## src/rtl/reg_file_sb.sv

```systemverilog
`default_nettype none
// +--------------------------------------------------------------------------+
// | Module   : reg_file_sb                                                   |
// | Purpose  : Integer register file with NRP combinational read ports, one  |
// |            write port and a busy-bit scoreboard. Issue marks a          |
// |            destination pending; writeback stores data and clears the    |
// |            mark. Register 0 reads zero and is never pending.            |
// | Ports    : clk, res_n            clock / async active-low reset         |
// |            rs_addr/rs_data/rs_busy  packed read ports (NRP of them)     |
// |            wr_en/wr_addr/wr_data    writeback port                      |
// |            issue_valid/issue_rd/issue_ready  issue handshake            |
// |            flush                 synchronous clear of all pending marks |
// |            pend_cnt              registered count of pending registers  |
// | Options  : RF_BYPASS_EN - same-cycle write-to-read forwarding           |
// | Revision : 1.0 - initial release                                        |
// +--------------------------------------------------------------------------+
module reg_file_sb #(
   parameter int XLEN  = 32,
   parameter int NREGS = 32,
   parameter int NRP   = 2,
   parameter int AW    = $clog2(NREGS)
) (
   input  logic                       clk,
   input  logic                       res_n,
   input  logic [NRP*AW-1:0]          rs_addr,
   output logic [NRP*XLEN-1:0]        rs_data,
   output logic [NRP-1:0]             rs_busy,
   input  logic                       wr_en,
   input  logic [AW-1:0]              wr_addr,
   input  logic [XLEN-1:0]            wr_data,
   input  logic                       issue_valid,
   input  logic [AW-1:0]              issue_rd,
   output logic                       issue_ready,
   input  logic                       flush,
   output logic [$clog2(NREGS+1)-1:0] pend_cnt
);

   localparam int CW = $clog2(NREGS+1);

   logic [XLEN-1:0]  mem [NREGS];
   logic [NREGS-1:0] busy;
   logic [NREGS-1:0] busy_nxt;
   logic [CW-1:0]    cnt_nxt;
   logic             wr_act;
   logic             issue_act;

   assign wr_act = wr_en && (wr_addr != '0);

   // A same-cycle write to the requested register frees it, so the new
   // writer may be accepted even though the bit is still set.
   assign issue_ready = !busy[issue_rd] || (wr_en && (wr_addr == issue_rd)) ||
                        (issue_rd == '0);
   assign issue_act   = issue_valid && issue_ready && (issue_rd != '0);

   // Clear from writeback first, then set from issue so that a same-register
   // collision leaves the bit set; flush overrides both.
   always_comb begin
      busy_nxt = busy;
      if (wr_act)
         busy_nxt[wr_addr] = 1'b0;
      if (issue_act)
         busy_nxt[issue_rd] = 1'b1;
      if (flush)
         busy_nxt = '0;
      busy_nxt[0] = 1'b0;
   end

   // Count is taken from the next-state vector so it is exact in the same
   // cycle the busy vector updates.
   always_comb begin
      cnt_nxt = '0;
      for (int i = 0; i < NREGS; i++)
         cnt_nxt = cnt_nxt + CW'(busy_nxt[i]);
   end

   always_ff @(posedge clk or negedge res_n) begin
      if (!res_n) begin
         busy     <= '0;
         pend_cnt <= '0;
      end else begin
         busy     <= busy_nxt;
         pend_cnt <= cnt_nxt;
      end
   end

   // Entry 0 is cleared by reset and never written.
   always_ff @(posedge clk or negedge res_n) begin
      if (!res_n) begin
         for (int i = 0; i < NREGS; i++)
            mem[i] <= '0;
      end else if (wr_act) begin
         mem[wr_addr] <= wr_data;
      end
   end

   for (genvar p = 0; p < NRP; p++) begin : g_rp
      logic [AW-1:0]   addr;
      logic [XLEN-1:0] stored;

      assign addr   = rs_addr[p*AW +: AW];
      assign stored = (addr == '0) ? '0 : mem[addr];

`ifdef RF_BYPASS_EN
      logic byp;
      assign byp = wr_act && (wr_addr == addr);
      assign rs_data[p*XLEN +: XLEN] = byp ? wr_data : stored;
      assign rs_busy[p]              = busy[addr] && !byp;
`else
      assign rs_data[p*XLEN +: XLEN] = stored;
      assign rs_busy[p]              = busy[addr];
`endif
   end

endmodule
`default_nettype wire

```

## config.mk

```make
export PLATFORM = sky130hd
export DESIGN_NAME = reg_file_sb
export DESIGN_NICKNAME = d
export VERILOG_FILES = /design/src/rtl/reg_file_sb.sv
export SDC_FILE = /design/constraint.sdc
export NUM_CORES = 2
export LEC_CHECK = 0
export ABC_AREA = 1
export CORE_MARGIN = 8
export CORE_UTILIZATION = 30
export DETAILED_ROUTE_END_ITERATION = 7
export PLACE_DENSITY = 0.45
export SLEW_MARGIN = 0
export SYNTH_ARGS = -nofsm -noshare
export SYNTH_HDL_FRONTEND = slang
export SYNTH_SLANG_ARGS = --single-unit
```

## constraint.sdc

```tcl
create_clock -name clk -period 12.15 [get_ports clk]
set_input_delay 2.43 -clock clk [delete_from_list [all_inputs] [get_ports clk]]
set_output_delay 2.43 -clock clk [all_outputs]
set_load 0.03 [all_outputs]
```

==> impl_metrics.csv <==
group,metric,value,unit
status,outcome,"complete, no violations",
worst_setup_path,worstPathRequired,12.84,ns
sta,fin_crit,9.08,ns
yosys,yosysTopAreaCellShare,46.0,%
yosys,postSynthAreaPerCell,7.63,sq um
drt,routed_wl,264000,microns
worst_setup_path,critPathKind,"primary input to register",
floorplanning,start_util,30.1,%
clocking,cts_repair_resize_count,0,
clocking,cts.reportedPaths.clkPinSlew,0.06,ns
yosys,ys_ff_latch,1061,
pwr,leakagePower,27.6,nW
pwr,ir_drop,0.000149,V
clocking,cts-root-to-sink-buffers,3,
placed_design,placement.setup.worst_slack,2.32,ns
grt,number_of_antenna_violations_at_the_first_check_in_global_routing,12,
grt,first_global_vias,53400,
finish,area.growth.synth_to_final,11.6,%
pwr,netSwitchingPower,3.43,mW
worst_hold_path,hp-class,"register to register",
worst_setup_path,worst_r2r_startpoint,"busy[15]",
sta,worst_pin_slew,1.26,ns
finish,layout_common_cells,"o21ai_0 (1706), nand2_1 (1531), dfrtp_1 (1061)",
sta,fin_worst_skew,0.0232,ns
clocking,numClockSinks,1061,
drt,drc_errors,0,
drt,wire_per_inst,26.9,microns
grt,grt_max_degree,223,
worst_setup_path,cpMaxStageDelayCell,"nand2_4",
worst_setup_path,cpLargestDelayFamily,"adder cells",
finish,drive_above_1_share,5.88,%
pwr,comb_power_share,18.2,%
yosys,yosysWarnings,0,
clocking,cts-htree-levels,4,
worst_setup_path,cp_cell_sequence,"clkdlybuf4s50_1, nor2_1, inv_1, nor2_1, nand2_4, nand2_1, nand2_1, nand2_1, fa_1, fa_1, fa_1, fa_1, fa_1, inv_1, fa_1, fa_1, fa_1, a21oi_1, nor2_1, nor2_1, xnor2_1",
pwr,power_frac_clock,38.1,%
sta,grt_setup_unrepaired,"false",
drt,drt_first_iter_violations,6683,
yosys,syn-num-nets,7651,
clocking,ctsRootBufferMaster,"clkbuf_16",
worst_setup_path,worst_path_most_repeated_cell,"fa_1",
floorplanning,die_h,455,microns
worst_setup_path,critPathLaunchType,"primary input",
sta,timing_hold_violations_final,0,
placed_design,gp_congestion,0.822,
yosys,synth_cell_types,43,
worst_setup_path,worstPathBufferInverterCount,3,
drt,vias_per_cell,5.69,
yosys,synth_async_sr_flop_share,100,%
yosys,syn_area,57700,sq um
sta,finalSetupViolCount,0,
finish,mostFrequentLayoutCell,"o21ai_0",
flow_run,timing.max_cap.violations,0,
floorplanning,floorplan.die.width,455,microns
floorplanning,ioPinCount,130,
yosys,syn_inst_count,7564,
finish,fill_cells,20300,
floorplanning,dieArea,207000,sq um
pwr,relative_contribution_of_sequential_cells_to_total_power,43.7,%
placed_design,dp_hpwl,141000,microns
drt,num_vias,55800,
worst_setup_path,worstPathMaxFanout,65,
sta,headroom_to_the_max_slew_limit,16.1,%
yosys,synth_edf_count,0,
worst_setup_path,timing.critical_path.slowest_cell_delay,0.90,ns
placed_design,port_buffers,129,
sta,max_freq,0.110,GHz
pwr,power.internal,7.23,mW
yosys,seq_area_frac_synth,46.0,%
drt,drt_pass1_iterations,6,
sta,final_max_slew_viol_count,0,
yosys,synth.top_cells.by_area,"dfrtp_1 (46%), o21ai_0 (15%), nand2_1 (10%)",
sta,final.period_utilization,74.7,%
grt,grt.overflow.total,0,
yosys,synth_area_leader_cell,"dfrtp_1",
clocking,clock_insertion_delay_worst_skew,0.78,ns
finish,final_nets,7271,
clocking,cts-buffers-inserted,130,
clocking,cts_hold_repair.buffers,0,
pwr,power-per-cell-area,166,nW/um^2
floorplanning,fp.coreArea,192000,sq um
drt,antenna_left,0,
worst_setup_path,timing.critical_path.from,"wr_addr[1]",
sta,hold_slack,0.375,ns
worst_setup_path,critPathCaptureType,"register",
clocking,cts.repair_timing.setup_buffer_count,0,
grt,global_route.usage.total,24.9,%
floorplanning,std_cell_rows,161,
yosys,synth-main-ff-cell,"dfrtp_1",
worst_setup_path,cp_data_arrival_time,9.78,ns
worst_hold_path,worstHoldStart,"mem[1023]",
grt,grt_pass1_wl,385000,microns
clocking,cts_tree,"done",
sta,setup_ws,3.07,ns
pwr,switching_portion_of_total_power,32.2,%
sta,setup_tns,0,ns
[per-stage QoR]
stage | area, sq um | instances | utilization (%) | total power [mW]
floorplan | 57700 | 7564 | - | 5.87
global placement | 60000 | 9578 | 31.3 | 6.59
detailed placement | 60000 | 9578 | 31.3 | 6.63
CTS | 64400 | 9805 | 33.6 | 10.7
global route | 64400 | 9808 | 33.6 | 11.2
finish | 64400 | 9809 | 33.6 | 10.7
[cell families after synthesis]
group | count (synthesis) | share of synthesized area (%)
and+or+nand+nor | 2690 | 18.8
AOI/OAI and AO/OA | 2784 | 26.8
xor gates and xnor gates | 3 | 0.0455
adders and majority gates | 30 | 0.950
buffers and inverters | 996 | 7.42
DFF | 1061 | 46.0
[power groups by stage]
stage / logic, mW / registers [mW] / clock network, mW
2_1_floorplan: 1.30 / 4.57 / 0
5_1_grt: 2.18 / 4.74 / 4.27
3_3_place_gp: 1.90 / 4.69 / 0
6_report: 1.94 / 4.66 / 4.06
3_5_place_dp: 1.94 / 4.70 / 0
4_1_cts: 1.94 / 4.65 / 4.14
[state kept, by name (all words and copies together), names as in the netlist]
name,flops
pend_cnt,6
busy,31
mem,1024
[area by class of cell]
cell class | instances | area, sq um | share of cell area [%]
Multi-Input combinational cell | 5507 | 27100 | 42.1
Tap cell | 2526 | 3160 | 4.91
Clock buffer | 199 | 4000 | 6.22
Timing Repair Buffer | 220 | 2160 | 3.35
Sequential cell | 1061 | 26600 | 41.2
Inverter | 264 | 1040 | 1.61
Antenna cell | 4 | 10.0 | 0.0155
Clock inverter | 28 | 357 | 0.554
[final timing paths]
| kind | end | depth (start not counted) | slack (ns) |
|---|---|---|---|
| min reg2reg | mem[1023] | 0 | 0.37 |
| min in group asynchronous | pend_cnt[3] | 1 | 1.65 |
| max | pend_cnt[4] | 21 | 3.07 |
| max reg2reg | pend_cnt[4] | 25 | 5.82 |
| max in group asynchronous | mem[525] | 3 | 8.27 |
| min | mem[1023] | 0 | 0.37 |
[layer usage]
metal	routed length (microns)	GRT usage, %	vias to the layer above
li1	-	-	25000
met1	117000	34.9	27800
met3	19000	3.87	452
met4	9590	8.64	4
met2	118000	39.0	2582
met5	244	0	-
[worst register-to-register path: cells and delay by family, from the launching register on]
kind	cells	cell delay [ns]
buffers and inverters	1	0.05
AND/OR/NAND/NOR	14	1.56
adder cells (fa/ha/maj)	8	3.90
AO/OA/AOI/OAI	1	0.17
XOR/XNOR	1	0.13
flip-flops	1	0.47
[cell usage after synthesis (25+ instances only)]
cell,number
o21ai_0,1706
nand2_1,1556
dfrtp_1,1061
nor2_1,810
a21oi_1,420
clkbuf_1,392
buf_2,249
inv_1,244
nand3_1,240
a22oi_1,172
o211ai_1,151
o221ai_1,130
o21ai_1,128
buf_1,42
buf_4,35
nand3_2,29
a21oi_2,25
Power figures use the tool's default switching activity.
